===== src/rtl/glitc_i2c_update_sequencer_pkg.sv =====
// Shared constants, state encoding and error-code helper for the I2C update sequencer.
// Register map and bit masks follow the OpenCores i2c_master_top WISHBONE interface.
package glitc_i2c_update_sequencer_pkg;

    localparam logic [2:0] RegPrerLo = 3'd0;
    localparam logic [2:0] RegPrerHi = 3'd1;
    localparam logic [2:0] RegCtr    = 3'd2;
    localparam logic [2:0] RegTxr    = 3'd3;
    localparam logic [2:0] RegCr     = 3'd4;
    localparam logic [2:0] RegSr     = 3'd4;

    localparam logic [7:0] CrSta = 8'h80;
    localparam logic [7:0] CrSto = 8'h40;
    localparam logic [7:0] CrWr  = 8'h10;
    localparam logic [7:0] CtrEn = 8'h80;

    localparam int unsigned SrRxAck = 7;
    localparam int unsigned SrBusy  = 6;
    localparam int unsigned SrTip   = 1;

    localparam logic [1:0] ErrNack    = 2'b01;
    localparam logic [1:0] ErrTimeout = 2'b10;

    localparam int unsigned NumChan = 14;

    typedef enum logic [3:0] {
        StInitCtr0, StInitPlo, StInitPhi, StInitEn, StIdle, StSelect, StTxLoad,
        StTxCmd, StPoll, StCheck, StStop, StStopPoll, StDone, StToStop
    } state_e;

    function automatic logic [7:0] err_code(input logic [1:0] kind, input logic is_att,
                                            input logic [1:0] byte_idx, input logic [2:0] ch);
        return {kind, is_att, byte_idx, ch};
    endfunction

endpackage


===== src/rtl/glitc_rr_arbiter.sv =====
// Combinational round-robin arbiter: first set request at or after ptr_i, wrapping at N.
module glitc_rr_arbiter #(
    parameter int unsigned N = 14,
    parameter int unsigned W = $clog2(N)
) (
    input  logic [N-1:0] req_i,
    input  logic [W-1:0] ptr_i,
    output logic [W-1:0] grant_o,
    output logic         valid_o
);

    localparam int unsigned SW = W + 1;

    logic [SW-1:0] sum;
    logic [W-1:0]  idx;

    // Walk offsets from far to near so the nearest request wins.
    always_comb begin
        grant_o = '0;
        valid_o = 1'b0;
        sum     = '0;
        idx     = '0;
        for (int i = N - 1; i >= 0; i--) begin
            sum = {1'b0, ptr_i} + SW'(i);
            if (sum >= SW'(N)) begin
                sum = sum - SW'(N);
            end
            idx = sum[W-1:0];
            if (req_i[idx]) begin
                valid_o = 1'b1;
                grant_o = idx;
            end
        end
    end

endmodule


===== src/rtl/glitc_i2c_update_sequencer.sv =====
// Hardware I2C update sequencer: arbitrates DAC/attenuator pending flags and writes them via WB.
// Optional poll timeout and core re-init enabled by defining GLITC_I2C_TIMEOUT_EN.
module glitc_i2c_update_sequencer #(
    parameter logic [15:0] PRESCALE      = 16'd49,
    parameter logic [6:0]  DAC_ADDR      = 7'h60,
    parameter logic [6:0]  ATT_ADDR_BASE = 7'h20,
    parameter logic [19:0] TIMEOUT_CYC   = 20'd500000
) (
    input  logic        user_clk_i,
    input  logic        user_rst_i,
    input  logic [7:0]  dac_pending_i,
    input  logic [95:0] dac_value_i,
    input  logic [7:0]  dac_eeprom_i,
    input  logic [5:0]  atten_pending_i,
    input  logic [35:0] atten_value_i,
    input  logic        pause_i,
    input  logic        init_req_i,
    output logic [7:0]  clr_dac_o,
    output logic [5:0]  clr_atten_o,
    output logic        initialized_o,
    output logic        busy_o,
    output logic        err_valid_o,
    output logic [7:0]  err_code_o,
    input  logic        err_ack_i,
    output logic [2:0]  wb_adr_o,
    output logic [7:0]  wb_dat_o,
    input  logic [7:0]  wb_dat_i,
    output logic        wb_we_o,
    output logic        wb_cyc_o,
    output logic        wb_stb_o,
    input  logic        wb_ack_i
);

    import glitc_i2c_update_sequencer_pkg::*;

    state_e          state_q, state_d;
    logic [3:0]      ptr_q, ptr_d;
    logic            is_att_q, is_att_d;
    logic [2:0]      ch_q, ch_d;
    logic [3:0][7:0] byte_q, byte_d;
    logic [1:0]      last_q, last_d;
    logic [1:0]      idx_q, idx_d;
    logic            rxack_q, rxack_d;
    logic            init_req_q, init_req_d;
    logic            initialized_q, initialized_d;
    logic            busy_q;
    logic            err_valid_q, err_valid_d;
    logic [7:0]      err_code_q, err_code_d;
    logic            wb_cyc_q, wb_cyc_d;
    logic            wb_we_q, wb_we_d;
    logic [2:0]      wb_adr_q, wb_adr_d;
    logic [7:0]      wb_dat_q, wb_dat_d;

    logic       acc_req, acc_we;
    logic [2:0] acc_adr;
    logic [7:0] acc_dat;
    logic       wb_done, err_set, clr_fire, tmo_hit;
    logic [7:0] err_new;
    logic [3:0] grant_idx, served_idx;
    logic       grant_valid;
    logic [11:0] dac_val;
    logic [5:0]  att_val;

    glitc_rr_arbiter #(
        .N (NumChan),
        .W (4)
    ) u_arb (
        .req_i   ({atten_pending_i, dac_pending_i}),
        .ptr_i   (ptr_q),
        .grant_o (grant_idx),
        .valid_o (grant_valid)
    );

    assign wb_done    = wb_cyc_q & wb_ack_i;
    assign served_idx = {is_att_q, ch_q};
    assign dac_val    = dac_value_i[12*grant_idx[2:0] +: 12];
    assign att_val    = atten_value_i[6*grant_idx[2:0] +: 6];

`ifdef GLITC_I2C_TIMEOUT_EN
    logic [19:0] tmo_cnt_q;
    logic        in_poll;

    assign in_poll = (state_q == StPoll) || (state_q == StStopPoll);
    assign tmo_hit = (tmo_cnt_q >= TIMEOUT_CYC);

    always_ff @(posedge user_clk_i) begin
        if (user_rst_i || !in_poll) begin
            tmo_cnt_q <= '0;
        end else if (!tmo_hit) begin
            tmo_cnt_q <= tmo_cnt_q + 20'd1;
        end
    end
`else
    logic unused_tmo;
    assign unused_tmo = ^TIMEOUT_CYC;
    assign tmo_hit    = 1'b0;
`endif

    logic unused_rd;
    assign unused_rd = ^wb_dat_i;

    always_comb begin
        state_d       = state_q;
        ptr_d         = ptr_q;
        is_att_d      = is_att_q;
        ch_d          = ch_q;
        byte_d        = byte_q;
        last_d        = last_q;
        idx_d         = idx_q;
        rxack_d       = rxack_q;
        init_req_d    = init_req_q | init_req_i;
        initialized_d = initialized_q;
        acc_req       = 1'b0;
        acc_we        = 1'b1;
        acc_adr       = RegCtr;
        acc_dat       = 8'h00;
        err_set       = 1'b0;
        err_new       = 8'h00;
        clr_fire      = 1'b0;

        unique case (state_q)
            StInitCtr0: begin
                acc_req = 1'b1;
                if (wb_done) state_d = StInitPlo;
            end
            StInitPlo: begin
                acc_req = 1'b1;
                acc_adr = RegPrerLo;
                acc_dat = PRESCALE[7:0];
                if (wb_done) state_d = StInitPhi;
            end
            StInitPhi: begin
                acc_req = 1'b1;
                acc_adr = RegPrerHi;
                acc_dat = PRESCALE[15:8];
                if (wb_done) state_d = StInitEn;
            end
            StInitEn: begin
                acc_req = 1'b1;
                acc_dat = CtrEn;
                if (wb_done) begin
                    state_d       = StIdle;
                    initialized_d = 1'b1;
                end
            end
            StIdle: begin
                if (init_req_q || init_req_i) begin
                    state_d       = StInitCtr0;
                    initialized_d = 1'b0;
                    init_req_d    = 1'b0;
                end else if (!pause_i && grant_valid) begin
                    state_d = StSelect;
                end
            end
            StSelect: begin
                // Frame contents are frozen here; later pending/value changes do not affect it.
                if (!grant_valid) begin
                    state_d = StIdle;
                end else begin
                    is_att_d = grant_idx[3];
                    ch_d     = grant_idx[2:0];
                    idx_d    = 2'd0;
                    state_d  = StTxLoad;
                    if (!grant_idx[3]) begin
                        byte_d[0] = {DAC_ADDR, 1'b0};
                        byte_d[1] = {3'b010, dac_eeprom_i[grant_idx[2:0]], 1'b0, grant_idx[2:0]};
                        byte_d[2] = dac_val[11:4];
                        byte_d[3] = {dac_val[3:0], 4'h0};
                        last_d    = 2'd3;
                    end else begin
                        byte_d[0] = {ATT_ADDR_BASE + {4'b0000, grant_idx[2:0]}, 1'b0};
                        byte_d[1] = {2'b00, att_val};
                        byte_d[2] = 8'h00;
                        byte_d[3] = 8'h00;
                        last_d    = 2'd1;
                    end
                end
            end
            StTxLoad: begin
                acc_req = 1'b1;
                acc_adr = RegTxr;
                acc_dat = byte_q[idx_q];
                if (wb_done) state_d = StTxCmd;
            end
            StTxCmd: begin
                acc_req = 1'b1;
                acc_adr = RegCr;
                acc_dat = (idx_q == 2'd0) ? (CrSta | CrWr) : CrWr;
                if (wb_done) state_d = StPoll;
            end
            StPoll: begin
                acc_req = 1'b1;
                acc_we  = 1'b0;
                acc_adr = RegSr;
                if (wb_done) begin
                    if (!wb_dat_i[SrTip]) begin
                        rxack_d = wb_dat_i[SrRxAck];
                        state_d = StCheck;
                    end else if (tmo_hit) begin
                        err_set = 1'b1;
                        err_new = err_code(ErrTimeout, is_att_q, idx_q, ch_q);
                        state_d = StToStop;
                    end
                end
            end
            StCheck: begin
                if (rxack_q) begin
                    err_set = 1'b1;
                    err_new = err_code(ErrNack, is_att_q, idx_q, ch_q);
                    state_d = StStop;
                end else if (idx_q == last_q) begin
                    state_d = StStop;
                end else begin
                    idx_d   = idx_q + 2'd1;
                    state_d = StTxLoad;
                end
            end
            StStop: begin
                acc_req = 1'b1;
                acc_adr = RegCr;
                acc_dat = CrSto;
                if (wb_done) state_d = StStopPoll;
            end
            StStopPoll: begin
                acc_req = 1'b1;
                acc_we  = 1'b0;
                acc_adr = RegSr;
                if (wb_done) begin
                    if (!wb_dat_i[SrBusy]) begin
                        state_d = StDone;
                    end else if (tmo_hit) begin
                        err_set = 1'b1;
                        err_new = err_code(ErrTimeout, is_att_q, idx_q, ch_q);
                        state_d = StToStop;
                    end
                end
            end
            StDone: begin
                clr_fire = 1'b1;
                ptr_d    = (served_idx == 4'd13) ? 4'd0 : served_idx + 4'd1;
                state_d  = StIdle;
            end
            StToStop: begin
                // Stuck core: release the bus, drop the channel and reconfigure the core.
                acc_req = 1'b1;
                acc_adr = RegCr;
                acc_dat = CrSto;
                if (wb_done) begin
                    clr_fire      = 1'b1;
                    ptr_d         = (served_idx == 4'd13) ? 4'd0 : served_idx + 4'd1;
                    initialized_d = 1'b0;
                    state_d       = StInitCtr0;
                end
            end
            default: state_d = StInitCtr0;
        endcase
    end

    // One WB access at a time; cyc drops for at least one cycle after every ack.
    always_comb begin
        wb_cyc_d = wb_cyc_q;
        wb_we_d  = wb_we_q;
        wb_adr_d = wb_adr_q;
        wb_dat_d = wb_dat_q;
        if (wb_cyc_q) begin
            if (wb_ack_i) begin
                wb_cyc_d = 1'b0;
                wb_we_d  = 1'b0;
            end
        end else if (acc_req) begin
            wb_cyc_d = 1'b1;
            wb_we_d  = acc_we;
            wb_adr_d = acc_adr;
            wb_dat_d = acc_dat;
        end
    end

    always_comb begin
        err_valid_d = err_valid_q;
        err_code_d  = err_code_q;
        if (err_ack_i) begin
            err_valid_d = 1'b0;
            err_code_d  = 8'h00;
        end
        if (err_set && (!err_valid_q || err_ack_i)) begin
            err_valid_d = 1'b1;
            err_code_d  = err_new;
        end
    end

    always_ff @(posedge user_clk_i) begin
        if (user_rst_i) begin
            state_q       <= StInitCtr0;
            ptr_q         <= '0;
            is_att_q      <= 1'b0;
            ch_q          <= '0;
            byte_q        <= '0;
            last_q        <= '0;
            idx_q         <= '0;
            rxack_q       <= 1'b0;
            init_req_q    <= 1'b0;
            initialized_q <= 1'b0;
            busy_q        <= 1'b0;
            err_valid_q   <= 1'b0;
            err_code_q    <= '0;
            wb_cyc_q      <= 1'b0;
            wb_we_q       <= 1'b0;
            wb_adr_q      <= '0;
            wb_dat_q      <= '0;
        end else begin
            state_q       <= state_d;
            ptr_q         <= ptr_d;
            is_att_q      <= is_att_d;
            ch_q          <= ch_d;
            byte_q        <= byte_d;
            last_q        <= last_d;
            idx_q         <= idx_d;
            rxack_q       <= rxack_d;
            init_req_q    <= init_req_d;
            initialized_q <= initialized_d;
            busy_q        <= (state_d != StIdle);
            err_valid_q   <= err_valid_d;
            err_code_q    <= err_code_d;
            wb_cyc_q      <= wb_cyc_d;
            wb_we_q       <= wb_we_d;
            wb_adr_q      <= wb_adr_d;
            wb_dat_q      <= wb_dat_d;
        end
    end

    assign clr_dac_o     = (clr_fire && !is_att_q) ? (8'b1 << ch_q) : 8'h00;
    assign clr_atten_o   = (clr_fire && is_att_q) ? (6'b1 << ch_q) : 6'h00;
    assign initialized_o = initialized_q;
    assign busy_o        = busy_q;
    assign err_valid_o   = err_valid_q;
    assign err_code_o    = err_code_q;
    assign wb_cyc_o      = wb_cyc_q;
    assign wb_stb_o      = wb_cyc_q;
    assign wb_we_o       = wb_we_q;
    assign wb_adr_o      = wb_adr_q;
    assign wb_dat_o      = wb_dat_q;

endmodule


===== config.mk =====
export PLATFORM = sky130hd
export DESIGN_NAME = glitc_i2c_update_sequencer
export DESIGN_NICKNAME = d
export VERILOG_FILES = /design/src/rtl/glitc_i2c_update_sequencer_pkg.sv /design/src/rtl/glitc_rr_arbiter.sv /design/src/rtl/glitc_i2c_update_sequencer.sv
export SDC_FILE = /design/constraint.sdc
export NUM_CORES = 1
export LEC_CHECK = 0
export CAP_MARGIN = 25
export CELL_PAD_IN_SITES_DETAIL_PLACEMENT = 0
export CELL_PAD_IN_SITES_GLOBAL_PLACEMENT = 1
export CORE_ASPECT_RATIO = 1.25
export CORE_MARGIN = 2
export CORE_UTILIZATION = 30
export CTS_CLUSTER_DIAMETER = 200
export DETAILED_ROUTE_END_ITERATION = 7
export PLACE_DENSITY = 0.75
export SLEW_MARGIN = 40
export SYNTH_ARGS = -nofsm -noshare
export SYNTH_HDL_FRONTEND = slang
export SYNTH_SLANG_ARGS = --single-unit

===== constraint.sdc =====
create_clock -name user_clk_i -period 7.02 [get_ports user_clk_i]
set_input_delay 1.404 -clock user_clk_i [delete_from_list [all_inputs] [get_ports user_clk_i]]
set_output_delay 1.404 -clock user_clk_i [all_outputs]
set_load 0.02 [all_outputs]

==> impl_results.html, run 1 <==
<table>
<tr><th>Metric</th><th>Value</th></tr>
<tr><th colspan="2">Die</th></tr>
<tr><td>DIE HEIGHT</td><td>192 um</td></tr>
<tr><td>Number of primary I/O pins</td><td>207</td></tr>
<tr><td>Area of the die</td><td>0.0295 mm2</td></tr>
<tr><td>Floorplan core area</td><td>0.0277 mm2</td></tr>
<tr><td>Die outline width</td><td>154 um</td></tr>
<tr><td>Number of core rows</td><td>68</td></tr>
<tr><td>Effective utilization at floorplan</td><td>0.306</td></tr>
<tr><th colspan="2">Yosys</th></tr>
<tr><td>Asr flop ratio synth</td><td>0</td></tr>
<tr><td>Total of flip-flops plus latches after synthesis</td><td>61</td></tr>
<tr><td>Dominant cell by count in the synthesized netlist</td><td>sky130_fd_sc_hd__mux2i_1</td></tr>
<tr><td>Fraction of synthesized cell area taken by the top area cell type</td><td>0.144</td></tr>
<tr><td>Most used DFF post-synth</td><td>sky130_fd_sc_hd__dfxtp_1</td></tr>
<tr><td>Ranking of synthesized cells by instance count</td><td>sky130_fd_sc_hd__mux2i_1 (106), sky130_fd_sc_hd__nand2_1 (97), sky130_fd_sc_hd__nor2_1 (93), sky130_fd_sc_hd__a21oi_1 (77), sky130_fd_sc_hd__dfxtp_1 (61)</td></tr>
<tr><td>Dominant cells by area after synthesis</td><td>sky130_fd_sc_hd__dfxtp_1 (14%), sky130_fd_sc_hd__mux2i_1 (13%), sky130_fd_sc_hd__a21oi_1 (4.6%)</td></tr>
<tr><td>Synth Area per Inst</td><td>7.55 um2</td></tr>
<tr><td>Part of the Yosys area used for sequential elements</td><td>0.144</td></tr>
<tr><td>Top cell type by total area after synthesis</td><td>sky130_fd_sc_hd__dfxtp_1</td></tr>
<tr><td>Post-Synthesis Cell Area</td><td>0.00845 mm2</td></tr>
<tr><td>Count of distinct cell types in the synthesized netlist</td><td>97</td></tr>
<tr><td>Syn Nets</td><td>1312</td></tr>
<tr><td>Number of warnings printed during yosys synthesis</td><td>0</td></tr>
<tr><td>Post-synth EDFFs</td><td>0</td></tr>
<tr><td>Number of cells produced by synthesis</td><td>1119</td></tr>
<tr><th colspan="2">Power and ir drop</th></tr>
<tr><td>Pwr dens</td><td>104 mW/mm2</td></tr>
<tr><td>Leakage</td><td>4.25 nW</td></tr>
<tr><td>Worst ir drop on vdd</td><td>0.000136 V</td></tr>
<tr><td>Total power</td><td>1.15 mW</td></tr>
<tr><th colspan="2">STA</th></tr>
<tr><td>Slew HR</td><td>0.459</td></tr>
<tr><td>Post-Route Skew</td><td>0.0115 ns</td></tr>
<tr><td>Worst Slack Setup Final</td><td>1.22 ns</td></tr>
<tr><td>Part of the cycle the worst path needs</td><td>0.826</td></tr>
<tr><td>Unrepaired setup endpoints after global routing</td><td>false</td></tr>
<tr><td>Max-slew violation total from the final report</td><td>0</td></tr>
<tr><td>Setup TNS</td><td>0 ns</td></tr>
<tr><td>Max Clock Freq</td><td>0.173 GHz</td></tr>
<tr><td>Shortest clock period the worst path allows after layout</td><td>5.80 ns</td></tr>
<tr><td>Number of failing setup endpoints in the final timing report</td><td>0</td></tr>
<tr><td>Hold slack final</td><td>0.456 ns</td></tr>
<tr><td>Number of hold-slack violations in the final timing report</td><td>0</td></tr>
<tr><td>Tightest Pin Transition</td><td>0.807 ns</td></tr>
<tr><th colspan="2">Detailed routing</th></tr>
<tr><td>Post-DR wirelength/cell</td><td>19.4 um</td></tr>
<tr><td>First-pass DRT Iterations</td><td>5</td></tr>
<tr><td>DR DRC count</td><td>0</td></tr>
<tr><td>Length of routed met2 wiring</td><td>15800 um</td></tr>
<tr><td>Via count</td><td>9285</td></tr>
<tr><td>Violation count after the first detailed-routing iteration</td><td>595</td></tr>
<tr><td>Wire length after detailed routing</td><td>31800 um</td></tr>
<tr><td>Highest metal used</td><td>met4</td></tr>
<tr><td>DRT met1 WL</td><td>12900 um</td></tr>
<tr><td>Average via count per standard cell</td><td>5.67</td></tr>
<tr><td>Antenna viol nets, final</td><td>0</td></tr>
<tr><td>Detailed-routed wire length on met3</td><td>1730 um</td></tr>
<tr><th colspan="2">Worst setup path</th></tr>
<tr><td>Worst-path cell chain</td><td>ha_1 &gt; inv_1 &gt; ha_1 &gt; nor2b_1 &gt; or4_4 &gt; and4b_1 &gt; o31a_1 &gt; a221oi_4 &gt; nand2_2 &gt; or3_1 &gt; or4_4 &gt; a2111oi_4 &gt; or3_1 &gt; and2_1 &gt; a221oi_1 &gt; o211ai_1</td></tr>
<tr><td>Worst r2r path cells</td><td>16</td></tr>
<tr><td>Slowest stage cell, crit path</td><td>sky130_fd_sc_hd__dfxtp_1</td></tr>
<tr><td>Top Family by Delay on Critical Path</td><td>simple AND/OR/NAND/NOR gates</td></tr>
<tr><td>Critical path endpoint category</td><td>flip-flop</td></tr>
<tr><td>Total stage count of the critical path</td><td>16</td></tr>
<tr><td>Crit start category</td><td>flip-flop</td></tr>
<tr><td>Kind of critical path</td><td>flip-flop to flip-flop</td></tr>
<tr><td>Signal arrival time at the worst endpoint</td><td>6.05 ns</td></tr>
<tr><td>Data required time at the worst endpoint</td><td>7.27 ns</td></tr>
<tr><td>Delay contributed by the slowest stage of the critical path</td><td>0.74 ns</td></tr>
<tr><td>Count of buffer and inverter cells on the critical path</td><td>1</td></tr>
<tr><td>Crit Path Max Fanout</td><td>13</td></tr>
<tr><th colspan="2">Cells and area</th></tr>
<tr><td>Fin area</td><td>0.0111 mm2</td></tr>
<tr><td>Sequential cell area in the final layout</td><td>0.00122 mm2</td></tr>
<tr><td>Share of layout cells above drive strength 1</td><td>0.109</td></tr>
<tr><td>Multi-input gate area in the final layout</td><td>0.00674 mm2</td></tr>
<tr><td>Count of nets after finishing</td><td>1477</td></tr>
<tr><td>Number of fill cells in the layout</td><td>2841</td></tr>
<tr><td>Diodes inserted</td><td>0</td></tr>
<tr><td>Core utilization of the finished layout</td><td>0.401</td></tr>
<tr><td>Number of cells in the finished layout apart from fillers</td><td>1638</td></tr>
<tr><td>Area Overhead vs Synth</td><td>31.1%</td></tr>
<tr><th colspan="2">Global routing</th></tr>
<tr><td>Largest net degree at the start of global routing</td><td>52</td></tr>
<tr><td>Via count of the first global-routing pass</td><td>8763</td></tr>
<tr><td>Initial antenna violation count</td><td>0</td></tr>
<tr><td>GRT Total Usage</td><td>0.207</td></tr>
<tr><td>Wire length of the first global-routing pass</td><td>48400 um</td></tr>
<tr><td>Total gr overflow</td><td>0</td></tr>
<tr><th colspan="2">Placement</th></tr>
<tr><td>Buffers on Ports</td><td>200</td></tr>
<tr><td>Placed Instances</td><td>1623</td></tr>
<tr><td>Worst slack at placement</td><td>0.923 ns</td></tr>
<tr><td>Half-perimeter wire length after placement</td><td>25300 um</td></tr>
<tr><td>Standard cell area after detailed placement</td><td>0.0108 mm2</td></tr>
<tr><td>Routability congestion estimate from global placement</td><td>0.915</td></tr>
<tr><th colspan="2">Clocking</th></tr>
<tr><td>Register clock-pin slew on the reported worst setup and hold paths</td><td>0.05 ns</td></tr>
<tr><td>Number of buffers created by CTS</td><td>9</td></tr>
<tr><td>CTS tree</td><td>built</td></tr>
<tr><td>Post-CTS Resized</td><td>0</td></tr>
<tr><td>Maximum buffer depth of the clock tree</td><td>2</td></tr>
<tr><td>Number of buffers inserted to repair setup after CTS</td><td>0</td></tr>
<tr><td>CTS Hold Bufs</td><td>0</td></tr>
<tr><td>Later-pin clock latency in the skew report</td><td>0.33 ns</td></tr>
<tr><td>Clock root cell</td><td>sky130_fd_sc_hd__clkbuf_16</td></tr>
<tr><td>Clock net sink count</td><td>61</td></tr>
<tr><td>Deepest level of the CTS H-tree</td><td>3</td></tr>
<tr><th colspan="2">Min path</th></tr>
<tr><td>Hold Path Cell Cnt</td><td>2</td></tr>
<tr><td>Classification of the worst-slack hold path</td><td>flip-flop to flip-flop</td></tr>
<tr><th colspan="2">Flow run</th></tr>
<tr><td>Max cap viols</td><td>0</td></tr>
<tr><th colspan="2">Outcome</th></tr>
<tr><td>Outcome</td><td>completed</td></tr>
</table>
[per-layer routing]
layer / global-route usage / up-vias
met5: 0 / -
met4: 0.0913 / 0
met3: 0.0262 / 68
met2: 0.381 / 376
met1: 0.240 / 4277
li1: - / 4564
[sequential cells by signal (all words and copies together) (netlist names)]
signal,cells
busy_o,1
byte_q,22
ch_q,3
err_code_o,6
err_valid_o,1
idx_q,2
init_req_q,1
initialized_o,1
is_att_q,1
last_q,1
ptr_q,4
rxack_q,1
state_q,4
wb_adr_o,3
wb_cyc_o,1
wb_dat_o,8
wb_we_o,1
[area by class of cell]
class	instances	area share
Clock buffer	11	0.0219
Clock inverter	4	0.00440
Inverter	29	0.00982
Multi-Input combinational cell	947	0.608
Sequential cell	61	0.111
Tap cell	350	0.0395
Timing Repair Buffer	236	0.206
[logic make-up (layout without fill, tap and decap cells)]
| kind of cell | after synthesis | in the layout | synth area share |
|---|---|---|---|
| AOI/OAI and AO/OA | 355 | 355 | 0.309 |
| adders and majority gates | 25 | 25 | 0.0379 |
| xor gates and xnor gates | 23 | 23 | 0.0265 |
| and+or+nand+nor | 398 | 398 | 0.237 |
| buffers and inverters | 111 | 280 | 0.0598 |
| other | 1 | 1 | 0.000444 |
| muxes | 145 | 145 | 0.184 |
| DFF | 61 | 61 | 0.144 |
[placed cells by master, fill, tap and decap left out, types with 16 or more instances in the layout]
cell | netlist | routed
sky130_fd_sc_hd__nand3_1 | 37 | 37
sky130_fd_sc_hd__ha_1 | 24 | 24
sky130_fd_sc_hd__nand2b_1 | 22 | 22
sky130_fd_sc_hd__nand2_1 | 97 | 97
sky130_fd_sc_hd__nor2b_1 | 20 | 20
sky130_fd_sc_hd__mux2i_1 | 106 | 105
sky130_fd_sc_hd__buf_4 | 10 | 35
sky130_fd_sc_hd__o21ai_0 | 44 | 44
sky130_fd_sc_hd__nor2_1 | 93 | 93
sky130_fd_sc_hd__a22o_1 | 27 | 27
sky130_fd_sc_hd__inv_1 | 22 | 22
sky130_fd_sc_hd__a21oi_1 | 77 | 77
sky130_fd_sc_hd__and2_1 | 16 | 16
sky130_fd_sc_hd__a211oi_1 | 16 | 16
sky130_fd_sc_hd__dfxtp_1 | 61 | 58
sky130_fd_sc_hd__nor3_1 | 30 | 30
sky130_fd_sc_hd__or3_1 | 16 | 16
sky130_fd_sc_hd__mux2_2 | 31 | 31
sky130_fd_sc_hd__clkdlybuf4s50_1 | 0 | 199
sky130_fd_sc_hd__xnor2_1 | 18 | 18
[worst min-delay path, cell delays in order (launching register included)]
cell and delay, ns:
sky130_fd_sc_hd__dfxtp_1 0.31, sky130_fd_sc_hd__nand2_1 0.05, sky130_fd_sc_hd__a21oi_1 0.05
[worst paths after layout]
kind                                              from                      to  slack, ns
worst max-delay path             ptr_q[2]$_SDFFE_PP0P_  byte_q[8]$_SDFFE_PP0P_       1.22
worst max register to register   ptr_q[2]$_SDFFE_PP0P_  byte_q[8]$_SDFFE_PP0P_       1.22
worst min-delay path            byte_q[1]$_SDFFE_PP0P_  byte_q[1]$_SDFFE_PP0P_       0.46
worst min register to register  byte_q[1]$_SDFFE_PP0P_  byte_q[1]$_SDFFE_PP0P_       0.46
[power breakdown]
part	switching, mW	internal [mW]
clock	0.148	0.281
combinational	0.169	0.184
sequential	0.0100	0.355
(Power assumes the default switching activity.)
==> run 2, diff against run 1 <==
==> constraint.sdc (replaced) <==
create_clock -name user_clk_i -period 5.8 [get_ports user_clk_i]
set_input_delay 1.16 -clock user_clk_i [delete_from_list [all_inputs] [get_ports user_clk_i]]
set_output_delay 1.16 -clock user_clk_i [all_outputs]
set_load 0.02 [all_outputs]
==> run 2 against run 1 <==
- power increased by 28%
- sequential cell count stayed put
- die area stayed put
- core utilization is 1.0 points higher
- clock power increased by 36%
- wire length up 1.9%
- largest power group unchanged
==> impl_results.html, run 2 (same netlist as run 1, synthesis figures left out) <==
<table>
<tr><th>Metric</th><th>Value</th></tr>
<tr><th colspan="2">Cells and area</th></tr>
<tr><td>Share of layout cells above drive strength 1</td><td>0.130 (+0.0217)</td></tr>
<tr><td>Most common cell after layout, fill and taps aside</td><td>sky130_fd_sc_hd__clkdlybuf4s50_1</td></tr>
<tr><td>Register with the highest flop count</td><td>byte_q</td></tr>
<tr><td>Area Overhead vs Synth</td><td>34.5%</td></tr>
<tr><td>Count of nets after finishing</td><td>1507 (+2.0%)</td></tr>
<tr><td>Diodes inserted</td><td>0 (unchanged)</td></tr>
<tr><td>Top library cells by usage in the layout, fill and taps aside</td><td>sky130_fd_sc_hd__clkdlybuf4s50_1 (199), sky130_fd_sc_hd__mux2i_1 (106), sky130_fd_sc_hd__nand2_1 (97), sky130_fd_sc_hd__nor2_1 (92), sky130_fd_sc_hd__a21oi_1 (77)</td></tr>
<tr><td>Largest register FFs</td><td>22 (unchanged)</td></tr>
<tr><th colspan="2">Placement</th></tr>
<tr><td>Worst slack at placement</td><td>0.261 ns (-0.662 ns)</td></tr>
<tr><td>Routability congestion estimate from global placement</td><td>0.969 (+5.9%)</td></tr>
<tr><td>Buffers on Ports</td><td>200 (unchanged)</td></tr>
<tr><td>Half-perimeter wire length after placement</td><td>26100 um (+3.4%)</td></tr>
<tr><th colspan="2">Detailed routing</th></tr>
<tr><td>Antenna viol nets, final</td><td>0 (unchanged)</td></tr>
<tr><td>Wire length after detailed routing</td><td>32400 um (+1.9%)</td></tr>
<tr><td>Post-DR wirelength/cell</td><td>19.4 um (about the same)</td></tr>
<tr><td>First-pass DRT Iterations</td><td>7 (+2)</td></tr>
<tr><td>Via count</td><td>9517 (+2.5%)</td></tr>
<tr><td>Violation count after the first detailed-routing iteration</td><td>562 (-5.5%)</td></tr>
<tr><td>DR DRC count</td><td>0 (unchanged)</td></tr>
<tr><td>Average via count per standard cell</td><td>5.70 (+0.59%)</td></tr>
<tr><th colspan="2">Min path</th></tr>
<tr><td>Classification of the worst-slack hold path</td><td>flip-flop to flip-flop</td></tr>
<tr><td>Hold Path Cell Cnt</td><td>2 (unchanged)</td></tr>
<tr><td>Hold Startpoint</td><td>initialized_o$_SDFFE_PP0P_</td></tr>
<tr><td>Endpoint with the worst hold slack</td><td>initialized_o$_SDFFE_PP0P_</td></tr>
<tr><th colspan="2">STA</th></tr>
<tr><td>Slew HR</td><td>0.490 (+0.0307)</td></tr>
<tr><td>Setup TNS</td><td>0 ns (unchanged)</td></tr>
<tr><td>Tightest Pin Transition</td><td>0.760 ns (-0.0470 ns)</td></tr>
<tr><td>Post-Route Skew</td><td>0.00665 ns (-0.00485 ns)</td></tr>
<tr><td>Max-slew violation total from the final report</td><td>0 (unchanged)</td></tr>
<tr><td>Number of hold-slack violations in the final timing report</td><td>0 (unchanged)</td></tr>
<tr><td>Max Clock Freq</td><td>0.183 GHz (+5.9%)</td></tr>
<tr><td>Number of failing setup endpoints in the final timing report</td><td>0 (unchanged)</td></tr>
<tr><td>Shortest clock period the worst path allows after layout</td><td>5.47 ns (-0.325 ns)</td></tr>
<tr><td>Unrepaired setup endpoints after global routing</td><td>false</td></tr>
<tr><td>Part of the cycle the worst path needs</td><td>0.943 (+0.118)</td></tr>
<tr><td>Worst Slack Setup Final</td><td>0.329 ns (-0.895 ns)</td></tr>
<tr><th colspan="2">Worst setup path</th></tr>
<tr><td>Critical path endpoint category</td><td>flip-flop</td></tr>
<tr><td>Worst r2r dst</td><td>byte_q[12]$_SDFFE_PP0P_</td></tr>
<tr><td>Top Family by Delay on Critical Path</td><td>compound AO/OA/AOI/OAI gates</td></tr>
<tr><td>Delay contributed by the slowest stage of the critical path</td><td>0.57 ns (-0.17 ns)</td></tr>
<tr><td>Count of buffer and inverter cells on the critical path</td><td>3 (+2)</td></tr>
<tr><td>Crit start category</td><td>flip-flop</td></tr>
<tr><td>Slowest stage cell, crit path</td><td>sky130_fd_sc_hd__or4_4</td></tr>
<tr><td>Data required time at the worst endpoint</td><td>6.06 ns (-1.21 ns)</td></tr>
<tr><td>Kind of critical path</td><td>flip-flop to flip-flop</td></tr>
<tr><td>Reg-to-reg critical path startpoint</td><td>ptr_q[0]$_SDFFE_PP0P_</td></tr>
<tr><td>Worst r2r path cells</td><td>18 (+2)</td></tr>
<tr><td>Signal arrival time at the worst endpoint</td><td>5.73 ns (-0.32 ns)</td></tr>
<tr><td>Worst R2R Setup Slack</td><td>0.33 ns (-0.89 ns)</td></tr>
<tr><td>Worst-path cell chain</td><td>inv_2 &gt; ha_1 &gt; clkinv_1 &gt; ha_1 &gt; nand2b_1 &gt; a21boi_0 &gt; o32a_1 &gt; and4_1 &gt; a31oi_1 &gt; o21ai_1 &gt; or3_1 &gt; or4_4 &gt; a2111oi_4 &gt; or3_1 &gt; buf_4 &gt; nor3_1 &gt; a2111o_1 &gt; o211ai_1</td></tr>
<tr><td>Crit Path Max Fanout</td><td>11 (-2)</td></tr>
<tr><th colspan="2">Global routing</th></tr>
<tr><td>Largest net degree at the start of global routing</td><td>52 (unchanged)</td></tr>
<tr><td>Total gr overflow</td><td>0 (unchanged)</td></tr>
<tr><td>Wire length of the first global-routing pass</td><td>50400 um (+4.2%)</td></tr>
<tr><td>Initial antenna violation count</td><td>0 (unchanged)</td></tr>
<tr><td>Via count of the first global-routing pass</td><td>9335 (+6.5%)</td></tr>
<tr><td>GRT Total Usage</td><td>0.214 (+0.00725)</td></tr>
<tr><th colspan="2">Clocking</th></tr>
<tr><td>Number of buffers created by CTS</td><td>9 (unchanged)</td></tr>
<tr><td>Post-CTS Resized</td><td>0 (unchanged)</td></tr>
<tr><td>Later-pin clock latency in the skew report</td><td>0.33 ns (about the same)</td></tr>
<tr><td>Maximum buffer depth of the clock tree</td><td>2 (unchanged)</td></tr>
<tr><td>Clock root cell</td><td>sky130_fd_sc_hd__clkbuf_16</td></tr>
<tr><td>CTS Hold Bufs</td><td>0 (unchanged)</td></tr>
<tr><td>Deepest level of the CTS H-tree</td><td>3 (unchanged)</td></tr>
<tr><td>Register clock-pin slew on the reported worst setup and hold paths</td><td>0.05 ns (about the same)</td></tr>
<tr><td>CTS tree</td><td>built</td></tr>
<tr><td>Number of buffers inserted to repair setup after CTS</td><td>0 (unchanged)</td></tr>
<tr><td>Clock net sink count</td><td>61 (unchanged)</td></tr>
<tr><th colspan="2">Power and ir drop</th></tr>
<tr><td>Pwr dens</td><td>129 mW/mm2 (+25%)</td></tr>
<tr><td>Worst ir drop on vdd</td><td>0.000165 V (+21%)</td></tr>
<tr><td>Leakage</td><td>4.41 nW (+3.9%)</td></tr>
<tr><td>Total power</td><td>1.47 mW (+28%)</td></tr>
<tr><th colspan="2">Flow run</th></tr>
<tr><td>Max cap viols</td><td>0 (unchanged)</td></tr>
<tr><th colspan="2">Outcome</th></tr>
<tr><td>Outcome</td><td>completed</td></tr>
<tr><th colspan="2">Die</th></tr>
<tr><td>Area of the die</td><td>0.0295 mm2 (unchanged)</td></tr>
<tr><td>Die outline width</td><td>154 um (unchanged)</td></tr>
<tr><td>Effective utilization at floorplan</td><td>0.306 (unchanged)</td></tr>
<tr><td>Number of core rows</td><td>68 (unchanged)</td></tr>
<tr><td>DIE HEIGHT</td><td>192 um (unchanged)</td></tr>
<tr><td>Floorplan core area</td><td>0.0277 mm2 (unchanged)</td></tr>
<tr><td>Number of primary I/O pins</td><td>207 (unchanged)</td></tr>
</table>
run 2: cell types whose count changed in the layout (fill, tap and decap cells not counted):
cell	previous run	this run
sky130_fd_sc_hd__mux2i_2	2	1
sky130_fd_sc_hd__nor2_2	1	2
sky130_fd_sc_hd__clkinvlp_4	0	1
sky130_fd_sc_hd__buf_4	35	64
sky130_fd_sc_hd__clkbuf_1	1	0
sky130_fd_sc_hd__bufinv_16	1	2
sky130_fd_sc_hd__buf_12	1	3
sky130_fd_sc_hd__mux2i_1	105	106
sky130_fd_sc_hd__nor2_1	93	92
sky130_fd_sc_hd__buf_2	1	0
run 2: worst min-delay path: cells and delay by family (launching register included):
kind,cells,cell delay (ns)
DFF,1,0.30
and+or+nand+nor,1,0.05
AOI/OAI and AO/OA,1,0.05
run 2: power breakdown:
part	switching (mW)	total [mW]	internal, mW
Clock	0.198	0.585	0.387
Sequential	0.0114	0.440	0.429
Combinational	0.205	0.441	0.236
run 2: worst max-delay path by stage:
stage,endpoint,depth (start not counted),from
after floorplan,byte_q[20]$_SDFFE_PP0P_,22,ptr_q[0]$_SDFFE_PP0P_
after global placement,byte_q[18]$_SDFFE_PP0P_,18,ptr_q[0]$_SDFFE_PP0P_
after detailed placement,byte_q[18]$_SDFFE_PP0P_,18,ptr_q[0]$_SDFFE_PP0P_
after CTS,byte_q[18]$_SDFFE_PP0P_,18,ptr_q[0]$_SDFFE_PP0P_
after global routing,byte_q[8]$_SDFFE_PP0P_,16,ptr_q[1]$_SDFFE_PP0P_
final,byte_q[12]$_SDFFE_PP0P_,18,ptr_q[0]$_SDFFE_PP0P_
run 2: metrics by stage:
stage | area [um2] | cells | utilization | hold slack, ns
2_1_floorplan | 8450 | 1119 | - | 0.425
3_3_place_gp | 11000 | 1653 | 0.399 | 0.439
3_5_place_dp | 11000 | 1653 | 0.399 | 0.447
4_1_cts | 11400 | 1669 | 0.411 | 0.452
5_1_grt | 11400 | 1669 | 0.411 | 0.472
6_report | 11400 | 1669 | 0.411 | 0.453
run 2: metal layers:
| layer | global-route usage | part of all wire | vias up |
|---|---|---|---|
| met4 | 0.0917 | 0.038 | 0 |
| met2 | 0.395 | 0.51 | 363 |
| met3 | 0.0237 | 0.048 | 67 |
| met1 | 0.251 | 0.41 | 4464 |
| met5 | 0 | 0 | - |
| li1 | - | - | 4623 |
run 2: layout make-up:
type | count | area [um2]
Timing Repair Buffer | 266 | 2530
Inverter | 29 | 109
Tap cell | 350 | 438
Clock buffer | 10 | 239
Fill cell | 2803 | 16300
Clock inverter | 6 | 86.3
Multi-Input combinational cell | 947 | 6740
Sequential cell | 61 | 1220
==> run 3, diff against run 2 <==
--- a/config.mk
+++ b/config.mk
@@ -10,10 +10,10 @@
 export CELL_PAD_IN_SITES_GLOBAL_PLACEMENT = 1
 export CORE_ASPECT_RATIO = 1.25
 export CORE_MARGIN = 2
-export CORE_UTILIZATION = 30
+export CORE_UTILIZATION = 25
 export CTS_CLUSTER_DIAMETER = 200
 export DETAILED_ROUTE_END_ITERATION = 7
-export PLACE_DENSITY = 0.75
+export PLACE_DENSITY_LB_ADDON = 0.25
 export SLEW_MARGIN = 40
 export SYNTH_ARGS = -nofsm -noshare
 export SYNTH_HDL_FRONTEND = slang
==> run 3 against run 2 <==
- sequential share of layout area decreased by 0.14 points
- final cell count up 4.7%
- design area grew 1.2%
- global-route usage down 2.5 points
- core utilization is 6.7 points lower
- worst hold slack better by 0.0033 ns
- clock skew down 0.0012 ns
- count of clock-buffer cells in the layout grew 2
- maximum frequency grew 1.5%
- clock power up 1%
- critical path depth is 1 lower
- critical path type unchanged
==> impl_results.html, run 3 (same netlist as run 1, synthesis figures left out) <==
<table>
<tr><th>Metric</th><th>Value</th></tr>
<tr><th colspan="2">STA</th></tr>
<tr><td>Number of failing setup endpoints in the final timing report</td><td>0 (unchanged)</td></tr>
<tr><td>Unrepaired setup endpoints after global routing</td><td>false</td></tr>
<tr><td>Number of hold-slack violations in the final timing report</td><td>0 (unchanged)</td></tr>
<tr><td>Max Clock Freq</td><td>0.185 GHz (+1.5%)</td></tr>
<tr><td>Slew HR</td><td>0.382 (-0.107)</td></tr>
<tr><td>Tightest Pin Transition</td><td>0.901 ns (+0.141 ns)</td></tr>
<tr><td>Max-slew violation total from the final report</td><td>0 (unchanged)</td></tr>
<tr><td>Shortest clock period the worst path allows after layout</td><td>5.39 ns (-0.0799 ns)</td></tr>
<tr><td>Setup TNS</td><td>0 ns (unchanged)</td></tr>
<tr><td>Post-Route Skew</td><td>0.00546 ns (-0.00118 ns)</td></tr>
<tr><td>Part of the cycle the worst path needs</td><td>0.929 (-0.0138)</td></tr>
<tr><th colspan="2">Worst setup path</th></tr>
<tr><td>Slowest stage cell, crit path</td><td>sky130_fd_sc_hd__or4_4</td></tr>
<tr><td>Cell mode on critical path</td><td>sky130_fd_sc_hd__ha_1</td></tr>
<tr><td>Data required time at the worst endpoint</td><td>6.06 ns (about the same)</td></tr>
<tr><td>Crit start category</td><td>flip-flop</td></tr>
<tr><td>Crit Path Max Fanout</td><td>15 (+4)</td></tr>
<tr><td>Signal arrival time at the worst endpoint</td><td>5.65 ns (-0.08 ns)</td></tr>
<tr><td>Total stage count of the critical path</td><td>17 (-1)</td></tr>
<tr><td>Top Family by Delay on Critical Path</td><td>compound AO/OA/AOI/OAI gates</td></tr>
<tr><td>Delay contributed by the slowest stage of the critical path</td><td>0.57 ns (about the same)</td></tr>
<tr><td>Worst r2r path cells</td><td>17 (-1)</td></tr>
<tr><td>Critical path endpoint category</td><td>flip-flop</td></tr>
<tr><td>Count of buffer and inverter cells on the critical path</td><td>2 (-1)</td></tr>
<tr><td>Kind of critical path</td><td>flip-flop to flip-flop</td></tr>
<tr><td>Worst-path cell chain</td><td>buf_4 &gt; ha_1 &gt; inv_1 &gt; ha_1 &gt; nor2b_1 &gt; o21ai_1 &gt; xor2_1 &gt; mux2i_1 &gt; a221oi_4 &gt; nand2_2 &gt; or3_1 &gt; or4_4 &gt; a2111oi_4 &gt; nor3_2 &gt; and2_1 &gt; a2111o_1 &gt; o211ai_1</td></tr>
<tr><th colspan="2">Cells and area</th></tr>
<tr><td>Multi-input gate area in the final layout</td><td>0.00676 mm2 (+0.35%)</td></tr>
<tr><td>Number of cells in the finished layout apart from fillers</td><td>1747 (+4.7%)</td></tr>
<tr><td>Register with the highest flop count</td><td>byte_q</td></tr>
<tr><td>Share of layout cells above drive strength 1</td><td>0.136 (+0.00555)</td></tr>
<tr><td>Core utilization of the finished layout</td><td>0.344 (-0.0666)</td></tr>
<tr><td>Number of fill cells in the layout</td><td>3622 (+29%)</td></tr>
<tr><td>Count of nets after finishing</td><td>1512 (+0.33%)</td></tr>
<tr><td>Diodes inserted</td><td>0 (unchanged)</td></tr>
<tr><td>Fin area</td><td>0.0115 mm2 (+1.2%)</td></tr>
<tr><td>Area Overhead vs Synth</td><td>36.1%</td></tr>
<tr><td>Sequential cell area in the final layout</td><td>0.00122 mm2 (-0.10%)</td></tr>
<tr><td>Top library cells by usage in the layout, fill and taps aside</td><td>sky130_fd_sc_hd__clkdlybuf4s50_1 (199), sky130_fd_sc_hd__mux2i_1 (105), sky130_fd_sc_hd__nand2_1 (97), sky130_fd_sc_hd__nor2_1 (92), sky130_fd_sc_hd__a21oi_1 (77)</td></tr>
<tr><td>Largest register FFs</td><td>22 (unchanged)</td></tr>
<tr><td>Most common cell after layout, fill and taps aside</td><td>sky130_fd_sc_hd__clkdlybuf4s50_1</td></tr>
<tr><th colspan="2">Detailed routing</th></tr>
<tr><td>Via count</td><td>9532 (+0.16%)</td></tr>
<tr><td>Violation count after the first detailed-routing iteration</td><td>630 (+12%)</td></tr>
<tr><td>Wire length after detailed routing</td><td>34400 um (+6.3%)</td></tr>
<tr><td>Antenna viol nets, final</td><td>0 (unchanged)</td></tr>
<tr><td>First-pass DRT Iterations</td><td>5 (-2)</td></tr>
<tr><td>Post-DR wirelength/cell</td><td>19.7 um (+1.5%)</td></tr>
<tr><td>DR DRC count</td><td>0 (unchanged)</td></tr>
<tr><td>Average via count per standard cell</td><td>5.46 (-4.3%)</td></tr>
<tr><th colspan="2">Die</th></tr>
<tr><td>Die outline width</td><td>168 um (+9.3%)</td></tr>
<tr><td>Floorplan core area</td><td>0.0334 mm2 (+21%)</td></tr>
<tr><td>Effective utilization at floorplan</td><td>0.253 (-0.0527)</td></tr>
<tr><td>Number of core rows</td><td>75 (+10%)</td></tr>
<tr><td>Number of primary I/O pins</td><td>207 (unchanged)</td></tr>
<tr><td>Area of the die</td><td>0.0353 mm2 (+20%)</td></tr>
<tr><td>DIE HEIGHT</td><td>210 um (+9.3%)</td></tr>
<tr><th colspan="2">Outcome</th></tr>
<tr><td>Outcome</td><td>completed</td></tr>
<tr><th colspan="2">Min path</th></tr>
<tr><td>Hold Path Cell Cnt</td><td>2 (unchanged)</td></tr>
<tr><td>Classification of the worst-slack hold path</td><td>flip-flop to flip-flop</td></tr>
<tr><th colspan="2">Power and ir drop</th></tr>
<tr><td>Sequential share of power</td><td>0.298 (-0.002)</td></tr>
<tr><td>Switching part of the total</td><td>0.282 (-0.00101)</td></tr>
<tr><td>Total power</td><td>1.48 mW (+0.68%)</td></tr>
<tr><td>Power dissipated by switching net loads</td><td>0.416 mW (+0.32%)</td></tr>
<tr><td>Leakage</td><td>4.44 nW (+0.63%)</td></tr>
<tr><td>Pwr dens</td><td>128 mW/mm2 (-0.54%)</td></tr>
<tr><td>Power share of the combinational group</td><td>0.301 (about the same)</td></tr>
<tr><td>Worst ir drop on vdd</td><td>0.0000956 V (-42%)</td></tr>
<tr><td>Internal power contribution</td><td>1.06 mW (+0.83%)</td></tr>
<tr><td>Clk network pwr share</td><td>0.401 (+0.002)</td></tr>
<tr><th colspan="2">Global routing</th></tr>
<tr><td>GRT Total Usage</td><td>0.189 (-0.0250)</td></tr>
<tr><td>Largest net degree at the start of global routing</td><td>52 (unchanged)</td></tr>
<tr><td>Via count of the first global-routing pass</td><td>9419 (+0.90%)</td></tr>
<tr><td>Wire length of the first global-routing pass</td><td>52500 um (+4.1%)</td></tr>
<tr><td>Total gr overflow</td><td>0 (unchanged)</td></tr>
<tr><td>Initial antenna violation count</td><td>0 (unchanged)</td></tr>
<tr><th colspan="2">Placement</th></tr>
<tr><td>Routability congestion estimate from global placement</td><td>0.917 (-5.4%)</td></tr>
<tr><td>Standard cell area after detailed placement</td><td>0.0112 mm2 (+1.1%)</td></tr>
<tr><td>Placed Instances</td><td>1731 (+4.7%)</td></tr>
<tr><td>Buffers on Ports</td><td>200 (unchanged)</td></tr>
<tr><td>Half-perimeter wire length after placement</td><td>28000 um (+7.0%)</td></tr>
<tr><th colspan="2">Clocking</th></tr>
<tr><td>Register clock-pin slew on the reported worst setup and hold paths</td><td>0.05 ns (about the same)</td></tr>
<tr><td>Clock net sink count</td><td>61 (unchanged)</td></tr>
<tr><td>CTS tree</td><td>built</td></tr>
<tr><td>Deepest level of the CTS H-tree</td><td>3 (unchanged)</td></tr>
<tr><td>Number of buffers created by CTS</td><td>9 (unchanged)</td></tr>
<tr><td>Clock root cell</td><td>sky130_fd_sc_hd__clkbuf_16</td></tr>
<tr><td>Later-pin clock latency in the skew report</td><td>0.33 ns (about the same)</td></tr>
<tr><td>Maximum buffer depth of the clock tree</td><td>2 (unchanged)</td></tr>
<tr><td>CTS Hold Bufs</td><td>0 (unchanged)</td></tr>
<tr><th colspan="2">Flow run</th></tr>
<tr><td>Max cap viols</td><td>0 (unchanged)</td></tr>
</table>
[run 3: repair_timing]
action | in CTS | in global routing
buffers inserted | 0 | 0
resized for setup | 0 | 5
endpoints found under the setup margin | 0 | 16
[run 3: power groups by stage]
stage	Sequential, mW	Clock [mW]	Combinational (mW)
floorplan	0.449	0	0.227
global placement	0.449	0	0.445
detailed placement	0.449	0	0.446
CTS	0.440	0.606	0.448
global route	0.442	0.623	0.478
finish	0.440	0.591	0.445
[run 3: final cells by class]
type                       count  share of cell area
multi-input combinational    947               0.588
sequential                    61               0.106
clock buffer                  12              0.0223
clock inverter                 4             0.00609
timing repair buffer         271               0.222
inverter                      29             0.00946
tap                          423              0.0460
[run 3: metrics by stage]
stage                     hold WS, ns  worst slack [ns]
after global routing            0.486            0.0592
after floorplan                 0.425             0.492
after detailed placement        0.448             0.107
after global placement          0.445             0.145
final                           0.457             0.409
after CTS                       0.458             0.134
[run 3: worst min-delay path, delay by kind of cell (launching register included)]
family | cells | cell delay [ns]
simple gates | 1 | 0.06
compound gates | 1 | 0.05
flops | 1 | 0.32
[run 3: final timing paths]
path / start / end / slack [ns]
max: ptr_q[2]$_SDFFE_PP0P_ / byte_q[12]$_SDFFE_PP0P_ / 0.41
max reg2reg: ptr_q[2]$_SDFFE_PP0P_ / byte_q[12]$_SDFFE_PP0P_ / 0.41
min reg2reg: byte_q[30]$_SDFFE_PP0P_ / byte_q[30]$_SDFFE_PP0P_ / 0.46
min: byte_q[30]$_SDFFE_PP0P_ / byte_q[30]$_SDFFE_PP0P_ / 0.46
[run 3: routing by layer]
| layer | vias up | global-route usage | share of wire |
|---|---|---|---|
| met1 | 4495 | 0.211 | 0.40 |
| met2 | 345 | 0.357 | 0.52 |
| met4 | 0 | 0.0743 | 0.034 |
| met5 | - | 0 | 0 |
| met3 | 52 | 0.0290 | 0.050 |
| li1 | 4640 | - | - |
